**config.mk**
```make
export PLATFORM = sky130hd
export DESIGN_NAME = branch_redirect_unit
export DESIGN_NICKNAME = d
export VERILOG_FILES = /design/src/rtl/branch_redirect_unit.sv
export SDC_FILE = /design/constraint.sdc
export NUM_CORES = 1
export LEC_CHECK = 0
export BUFFER_PORTS_ARGS = -buffer_cell sky130_fd_sc_hd__buf_2
export CORE_ASPECT_RATIO = 0.7
export CORE_MARGIN = 1
export CORE_UTILIZATION = 55
export CTS_BUF_LIST = sky130_fd_sc_hd__clkbuf_4
export DETAILED_ROUTE_END_ITERATION = 10
export PLACE_DENSITY_LB_ADDON = 0.05
export SLEW_MARGIN = 10
export SYNTH_ARGS = -nofsm -noshare
export SYNTH_HDL_FRONTEND = slang
export SYNTH_SLANG_ARGS = --single-unit
```
**constraint.sdc**
```tcl
create_clock -name clk -period 3.25 [get_ports clk]
set_input_delay 0.4875 -clock clk [delete_from_list [all_inputs] [get_ports clk]]
set_output_delay 0.4875 -clock clk [all_outputs]
set_load 0.005 [all_outputs]
```
**src/rtl/branch_redirect_unit.sv**
```systemverilog
// ---------------------------------------------------------------------------
// branch_redirect_unit
//
// Execute-stage control-flow resolver and the producing end of the fetch
// redirect interface. It resolves taken branches, jumps and calls into a
// PCSrcE/PCTargetE redirect. It resolves returns into a
// PCReturnSignalE/PCReturnE redirect, which it pops from a circular
// return-address stack (RAS). Any redirect also raises D/E flush.
//
// Ports
//   clk              rising-edge clock
//   rst              asynchronous reset, active-low
//   ValidE           E-stage holds a real instruction (not a bubble)
//   StallE           E-stage is stalled this cycle
//   BranchE          conditional branch
//   JumpE            unconditional jump
//   CallE            call: jump and push the return address
//   ReturnE          return: pop the RAS and redirect to the popped address
//   CondTakenE       branch condition evaluated true
//   TargetE          computed branch/jump/call target
//   PCPlus4E         sequential PC of the E-stage instruction
//   PCSrcE           redirect fetch to PCTargetE
//   PCTargetE        redirect target
//   PCReturnSignalE  redirect fetch to PCReturnE (fetch gives it priority)
//   PCReturnE        top-of-stack return address, 0 when the stack is empty
//   FlushD, FlushE   squash the D and E stage registers
//   RasOverflow      sticky: a push found the stack full
//   RasUnderflow     sticky: a return found the stack empty
//   RedirectCount    saturating count of redirect cycles
// ---------------------------------------------------------------------------
module branch_redirect_unit #(
    parameter int PC_W      = 9,
    parameter int RAS_DEPTH = 8,
    parameter int CNT_W     = 16
) (
    input  logic             clk,
    input  logic             rst,
    input  logic             ValidE,
    input  logic             StallE,
    input  logic             BranchE,
    input  logic             JumpE,
    input  logic             CallE,
    input  logic             ReturnE,
    input  logic             CondTakenE,
    input  logic [PC_W-1:0]  TargetE,
    input  logic [PC_W-1:0]  PCPlus4E,
    output logic             PCSrcE,
    output logic [PC_W-1:0]  PCTargetE,
    output logic             PCReturnSignalE,
    output logic [PC_W-1:0]  PCReturnE,
    output logic             FlushD,
    output logic             FlushE,
    output logic             RasOverflow,
    output logic             RasUnderflow,
    output logic [CNT_W-1:0] RedirectCount
);

    localparam int PTR_W = $clog2(RAS_DEPTH);
    localparam logic [PTR_W:0] DEPTH_CNT = (PTR_W + 1)'(RAS_DEPTH);

    // ptr is the next free slot and wraps modulo RAS_DEPTH. count says how
    // many slots hold live entries, so a full stack and an empty stack can
    // be told apart even though ptr is the same in both.
    logic [PC_W-1:0]  entries [RAS_DEPTH];
    logic [PTR_W-1:0] ptr;
    logic [PTR_W:0]   count;
    logic [PTR_W-1:0] top_idx;
    logic             act;
    logic             empty;
    logic             full;
    logic             redirect;

    assign act     = ValidE & ~StallE;
    assign empty   = (count == '0);
    assign full    = (count == DEPTH_CNT);
    assign top_idx = ptr - 1'b1;

    // NOTE: every output gets a default before any condition is tested, so
    // no path through the block leaves an output unassigned and no latch is
    // inferred.
    always_comb begin
        PCSrcE          = 1'b0;
        PCTargetE       = TargetE;
        PCReturnSignalE = 1'b0;
        PCReturnE       = '0;
        if (!empty) begin
            PCReturnE = entries[top_idx];
        end
        if (act) begin
            // When a call or return is present, those rules decide and the
            // branch is ignored. A return suppresses PCSrcE even when it is
            // paired with a call.
            PCSrcE          = ~ReturnE & (JumpE | CallE | (BranchE & CondTakenE));
            PCReturnSignalE = ReturnE & ~empty;
        end
    end

    assign redirect = PCSrcE | PCReturnSignalE;
    assign FlushD   = redirect;
    assign FlushE   = redirect;

    // NOTE: the return stack is a plain register array. It is cleared on
    // reset so that PCReturnE and later pops read defined values.
    always_ff @(posedge clk or negedge rst) begin
        if (!rst) begin
            for (int i = 0; i < RAS_DEPTH; i++) begin
                entries[i] <= '0;
            end
            ptr          <= '0;
            count        <= '0;
            RasOverflow  <= 1'b0;
            RasUnderflow <= 1'b0;
        end else if (act) begin
            // NOTE: state updates use non-blocking assignments. Every read
            // in this block then sees the pre-edge values of ptr and count.
            if (CallE && ReturnE) begin
                if (!empty) begin
                    // The old top was already sent to fetch this cycle. The
                    // call's return address takes its slot.
                    entries[top_idx] <= PCPlus4E;
                end else begin
                    entries[ptr] <= PCPlus4E;
                    ptr          <= ptr + 1'b1;
                    count        <= count + 1'b1;
                    RasUnderflow <= 1'b1;
                end
            end else if (CallE) begin
                // On a full stack the write lands on the oldest entry,
                // because the slot after the top wraps onto it.
                entries[ptr] <= PCPlus4E;
                ptr          <= ptr + 1'b1;
                if (full) begin
                    RasOverflow <= 1'b1;
                end else begin
                    count <= count + 1'b1;
                end
            end else if (ReturnE) begin
                if (!empty) begin
                    ptr   <= ptr - 1'b1;
                    count <= count - 1'b1;
                end else begin
                    RasUnderflow <= 1'b1;
                end
            end
        end
    end

    always_ff @(posedge clk or negedge rst) begin
        if (!rst) begin
            RedirectCount <= '0;
        end else if (redirect && !(&RedirectCount)) begin
            RedirectCount <= RedirectCount + 1'b1;
        end
    end

endmodule

```
**Word level (Yosys, flattened, before mapping)**

Cells that the tools add are included.

- Shift-type cells: 0
- Multiplexer cells: 30
- Divide/modulo/power cells: 0
- Magnitude comparators: 4
- Multipliers: 0
- Reduce and logical (&&, ||, !) cells: 15
- Equal/unequal tests: 5
- Bitwise logic cells: 13
- Add/sub/neg operators: 5

Operators by type and width:

| cell | number |
|---|---|
| 72-bit two-way mux | 3 |
| 72-bit bitwise mux | 2 |
| 9-bit demux with 3-bit select | 2 |
| 9-bit two-way mux | 5 |
| 9-bit binary-select mux with 3-bit select | 1 |
| 4-bit two-way mux | 6 |
| 16-bit by 1-bit adder with 16-bit output, second input constant | 1 |
| 16-bit AND reduction | 1 |
| 3-bit two-way mux | 5 |
| 4-bit >= comparator, second input constant | 2 |
| 4-bit by 1-bit less-than comparator with 1-bit output, second input constant | 2 |
| 3-bit NOT with 4-bit output | 2 |
| 4-bit AND reduction | 2 |
| 1-bit two-way mux | 6 |
| 3-bit by 2-bit inequality test with 1-bit output, second input constant | 2 |
| 5-bit AND reduction | 1 |
| 4-bit by 1-bit adder with 4-bit output, second input constant | 1 |
| 1-bit bitwise AND | 4 |
| 4-bit == test, second input constant | 1 |
| 1-bit logical AND | 4 |
| 4-bit zero test | 1 |
| 1-bit NOT | 4 |
| 2-bit nonzero test | 2 |
| 4-bit by 1-bit subtractor with 4-bit output, second input constant | 1 |
| 9 further kinds | 11 |

- Bits in registers: 97
- Bits in latches: 0
- Bits of input ports: 27
- Logic and storage cells: 85
- Memories: 0
- Output and inout bits: 40
- RAM bits: 0
- Bits in read-only memories: 0

**Logic depth before layout (Yosys ltp)**

- Depth in word-level cells: 9
- Mapped depth: 8
- Gate-level depth less buffers: 7

**Worst setup path after synthesis**

No wires, ideal clock.

- Path kind: reg-to-reg
- Start: register count[0]
- End: register entries[54] (netlist bit)
- Slack: 887 ps
- Data arrival time: 2238 ps
- Cell stages (with the launch flop): 8
- Data required time: 3125 ps
- Period minus slack after synthesis: 2363 ps
- Cells stage by stage: dfrtp_1 inv_1 ha_1 or3b_1 buf_6 a2111o_1 o22ai_4 mux2_2

- Word-level cells in the longest chain between the ends: 3

RTL lines:

| what | line | source |
|---|---|---|
| from (decl) | 66 | `logic [PTR_W:0] count;` |
| from (signal assigned) | 124 | `count <= count + 1'b1;` |
| from (signal assigned) | 135 | `count <= count + 1'b1;` |
| from (signal assigned) | 140 | `count <= count - 1'b1;` |
| 4-bit zero test | 74 | `assign empty = (count == '0);` |
| 72-bit two-way mux | 117 | `if (!empty) begin` |
| 72-bit two-way mux | 116 | `if (CallE && ReturnE) begin` |
| to (signal, indexed assignment) | 120 | `entries[top_idx] <= PCPlus4E;` |
| to (signal, indexed assignment) | 122 | `entries[ptr] <= PCPlus4E;` |
| to (signal, indexed assignment) | 130 | `entries[ptr] <= PCPlus4E;` |
| to (decl) | 64 | `logic [PC_W-1:0] entries [RAS_DEPTH];` |

Every way passes these cells.
A chain may end at the register's enable or synchronous reset.

**Final worst setup path**

- Start: register ptr[1]
- End: output port PCReturnE[1]

- Word-level cells in the longest chain between the ends: 6

RTL lines:

| what | line | source |
|---|---|---|
| from (decl) | 65 | `logic [PTR_W-1:0] ptr;` |
| from (signal assigned) | 123 | `ptr <= ptr + 1'b1;` |
| from (signal assigned) | 131 | `ptr <= ptr + 1'b1;` |
| from (signal assigned) | 139 | `ptr <= ptr - 1'b1;` |
| 3-bit by 1-bit subtractor with 3-bit output | 76 | `assign top_idx = ptr - 1'b1;` |
| 3-bit NOT with 4-bit output (not written as such) | 87 | `PCReturnE = entries[top_idx];` |
| 9-bit binary-select mux with 3-bit select | 87 |  |
| 9-bit two-way mux (not written as such) (2 in series) | 87 |  |
| 9-bit two-way mux | 86 | `if (!empty) begin` |
| to (decl) | 50 | `output logic [PC_W-1:0] PCReturnE,` |

Every way passes these cells. The select of a mux whose other input is x is not followed.

==> insert_results.sql <==
INSERT INTO impl_metrics (metric_group, metric, value, unit) VALUES
('sta', 'final-hold-violation-count', '0', ''),
('detailed_routing', 'final_antenna_net_count', '0', ''),
('sta', 'worst-slew-pin-transition', '0.780', 'ns'),
('cells_and_area', 'area.growth.synth_to_final', '8.92', '%'),
('setup_path', 'crit_path_cell_trace', 'inv_1, ha_1, nand2b_1, and2_1, nand2_1, a21oi_1, buf_2', ''),
('detailed_routing', 'drc', '0', ''),
('floorplan', 'coreArea', '8580', 'µm²'),
('cts', 'cts.root.buffer_cell', 'clkbuf_4', ''),
('setup_path', 'worstPathRequired', '2.76', 'ns'),
('synth', 'synth.yosys.warnings', '0', ''),
('synth', 'postSynthNetCount', '415', ''),
('synth', 'synth.lib_cells_used.distinct', '50', ''),
('cells_and_area', 'number_of_standard_cells_in_the_final_layout_excluding_fillers', '550', ''),
('floorplan', 'die_boundary_width', '115', 'µm'),
('cts', 'cts_buffer_depth', '2', ''),
('sta', 'setup_total_negative_slack', '0', 'ns'),
('placement', 'detailedPlacementHpwl', '7230', 'µm'),
('placement', 'placement.io_buffers', '48', ''),
('cells_and_area', 'num-nets-final', '458', ''),
('pwr', 'powerDensity', '871', 'nW/µm²'),
('placement', 'dpl-instance-area', '5280', 'µm²'),
('setup_path', 'cp_slowest_cell', 'and2_1', ''),
('sta', 'worst_case_hold_slack', '0.0878', 'ns'),
('floorplan', 'rows', '28', ''),
('worst_hold_path', 'hold_path_class', 'input port to asynchronous set/reset pin', ''),
('sta', 'clock_skew', '0.0134', 'ns'),
('floorplan', 'ios', '67', ''),
('floorplan', 'start_util', '57.7', '%'),
('detailed_routing', 'firstDrtPassIters', '4', ''),
('cells_and_area', 'final_cell_mix', '97 x dfrtp_1, 78 x mux2_2, 47 x buf_2, 30 x nand2_1, 18 x mux4_2', ''),
('sta', 'slew_viol_final', '0', ''),
('setup_path', 'critical-path-max-stage-delay', '0.50', 'ns'),
('synth', 'ys.flop_type', 'dfrtp_1', ''),
('setup_path', 'worstPathArrival', '2.62', 'ns'),
('detailed_routing', 'detail_route.wirelength', '10700', 'µm'),
('detailed_routing', 'viasPerCell', '6.07', ''),
('synth', 'ys_seq_area_share', '49.0', '%'),
('synth', 'post_synth_instance_area', '4950', 'µm²'),
('sta', 'period_needed', '3.11', 'ns'),
('sta', 'timing.final.setup_violations', '0', ''),
('cells_and_area', 'final_common_cell', 'dfrtp_1', ''),
('pwr', 'leakage', '2.44', 'nW'),
('global_route', 'antenna_found_initial', '0', ''),
('global_route', 'grt-ovfl-total', '0', ''),
('cts', 'post-cts-setup-buffers', '0', ''),
('setup_path', 'crit_fanout', '11', ''),
('floorplan', 'floorplan.die.height', '81.4', 'µm'),
('cts', 'cts_htree_levels', '3', ''),
('synth', 'postSynthCellCount', '382', ''),
('detailed_routing', 'drt_iter0_markers', '249', ''),
('global_route', 'grt_first_pass_wirelength', '17300', 'µm'),
('run_status', 'status', 'complete, no violations', ''),
('placement', 'last_weighted_congestion_value_of_the_routability_driven_placer', '0.852', ''),
('synth', 'register_bit_total_from_synthesis', '97', ''),
('synth', 'synthesis.area_per_instance', '13.0', 'µm²'),
('sta', 'fmax', '322', 'MHz'),
('cts', 'cts_inserted_buffers', '9', ''),
('setup_path', 'crit_path_start_kind', 'register', ''),
('cts', 'clock_sink_count', '97', ''),
('setup_path', 'setup.worst_path.class', 'register to output port', ''),
('synth', 'ys_async_sr_fraction', '100', '%'),
('flow_run', 'max_cap_viol_count', '0', ''),
('detailed_routing', 'dr_total_vias', '3339', ''),
('cts', 'resize_count_post_cts', '0', ''),
('cts', 'clk_pin_slew_worst_paths', '0.14', 'ns'),
('floorplan', 'design.die.area', '9400', 'µm²'),
('cts', 'insertion_delay', '0.47', 'ns'),
('synth', 'post_synth_edffs', '0', ''),
('sta', 'slew_headroom', '48.0', '%'),
('global_route', 'grt_max_degree', '63', ''),
('cts', 'tritoncts', 'yes', ''),
('sta', 'min_period_over_period', '95.6', '%'),
('cells_and_area', 'antennaDiodeCount', '0', ''),
('cells_and_area', 'final_area', '5400', 'µm²'),
('placement', 'total_placed_cells_including_tap_cells', '534', ''),
('global_route', 'number_of_global_route_vias_before_repair', '3205', ''),
('sta', 'unrepaired_setup_endpoints_after_global_routing', 'no', ''),
('setup_path', 'timing.critical_path.to_type', 'output port', ''),
('pwr', 'vdd.ir_drop.worst', '413', 'µV'),
('detailed_routing', 'wire_per_inst', '19.5', 'µm'),
('global_route', 'grt.total_usage', '25.2', '%'),
('cells_and_area', 'final_layout_size_suffix_gt1_share', '42.1', '%'),
('cts', 'cts_hold_repair.buffers', '0', '');
[flip-flops by register name, indices dropped and copies added, names as in the netlist]
signal	flops
RedirectCount	16
entries	72
count	4
RasUnderflow	1
RasOverflow	1
ptr	3
[layer usage]
metal  global-route usage [%]  wire length, µm  vias up
met2                     36.4             4760       99
met5                        0                0        -
met1                     37.4             5240     1710
met4                     8.31              144        0
li1                         -                -     1511
met3                     5.97              580       19
[synth_stat cells (all sizes together), types with 2 or more instances]
master / instances / area share (%)
clkbuf: 9 / 0.68
nor3b: 2 / 0.30
nor4b: 2 / 0.35
ha: 6 / 1.5
nor2b: 4 / 0.51
nand3: 8 / 0.81
or4: 2 / 0.30
a21oi: 11 / 1.1
nor4: 10 / 1.3
nor2: 5 / 0.38
a2111oi: 4 / 0.71
dfrtp: 97 / 49
mux2: 78 / 18
o2111ai: 2 / 0.35
and2: 2 / 0.25
nand4b: 3 / 0.53
a31o: 2 / 0.35
o21ai: 3 / 0.30
xor2: 12 / 2.1
nand2b: 6 / 0.76
nor3: 6 / 0.81
nand2: 30 / 2.3
mux4: 18 / 8.2
xnor2: 5 / 0.88
inv: 7 / 0.53
buf: 18 / 2.4
a211o: 2 / 0.35
o22ai: 4 / 1.3
nand4: 8 / 1.0
[worst max-delay path: cells and delay by family, from the launching register on]
kind                       cells  cell delay, ns
adders and majority gates      1            0.28
DFF                            1            0.47
AOI/OAI and AO/OA              1            0.23
and+or+nand+nor                3            0.80
buffers and inverters          2            0.37
[logic make-up (layout without fill, tap and decap cells)]
logic type / Yosys count / count (layout) / synth area share (%)
fa+ha+maj: 6 / 6 / 1.52
buf+inv: 34 / 82 / 3.61
mux: 97 / 97 / 26.1
compound gates: 36 / 36 / 5.91
xor+xnor: 17 / 17 / 3.01
flops: 97 / 97 / 49.0
simple gates: 95 / 95 / 10.8
[stage by stage]
step           utilization [%]  power (mW)  worst slack [ns]
3_3_place_gp              61.5        4.08             0.626
6_report                  62.9        4.70             0.143
5_1_grt                   62.9        5.02           0.00381
3_5_place_dp              61.5        4.16             0.604
4_1_cts                   62.9        4.73             0.171
2_1_floorplan                -        3.48             0.887
[path summary, 6_finish.rpt]
| kind | cells past startpoint | start | end | slack (ns) |
|---|---|---|---|---|
| worst min-delay path | 1 | rst | RedirectCount[2] | 0.09 |
| worst min register to register | 1 | RasOverflow | RasOverflow | 0.49 |
| min in group clk | 2 | PCPlus4E[2] | entries[56] | 0.34 |
| max in group asynchronous | 2 | rst | entries[69] | 2.38 |
| worst max register to register | 6 | ptr[1] | entries[66] | 0.52 |
| worst max-delay path | 7 | ptr[1] | PCReturnE[1] | 0.14 |
[power by group]
group,switching (mW),internal [mW]
Clock,0.413,0.157
Combinational,0.997,1.10
Sequential,0.337,1.69
[layout make-up]
cell class	instances	area, µm²
clock inverter	7	46.3
fill	680	3190
multi-input combinational	251	2350
timing repair buffer	59	325
tap	120	150
sequential	97	2430
inverter	7	26.3
clock buffer	9	67.6
Note: power is estimated with default switching activity, not from simulation.
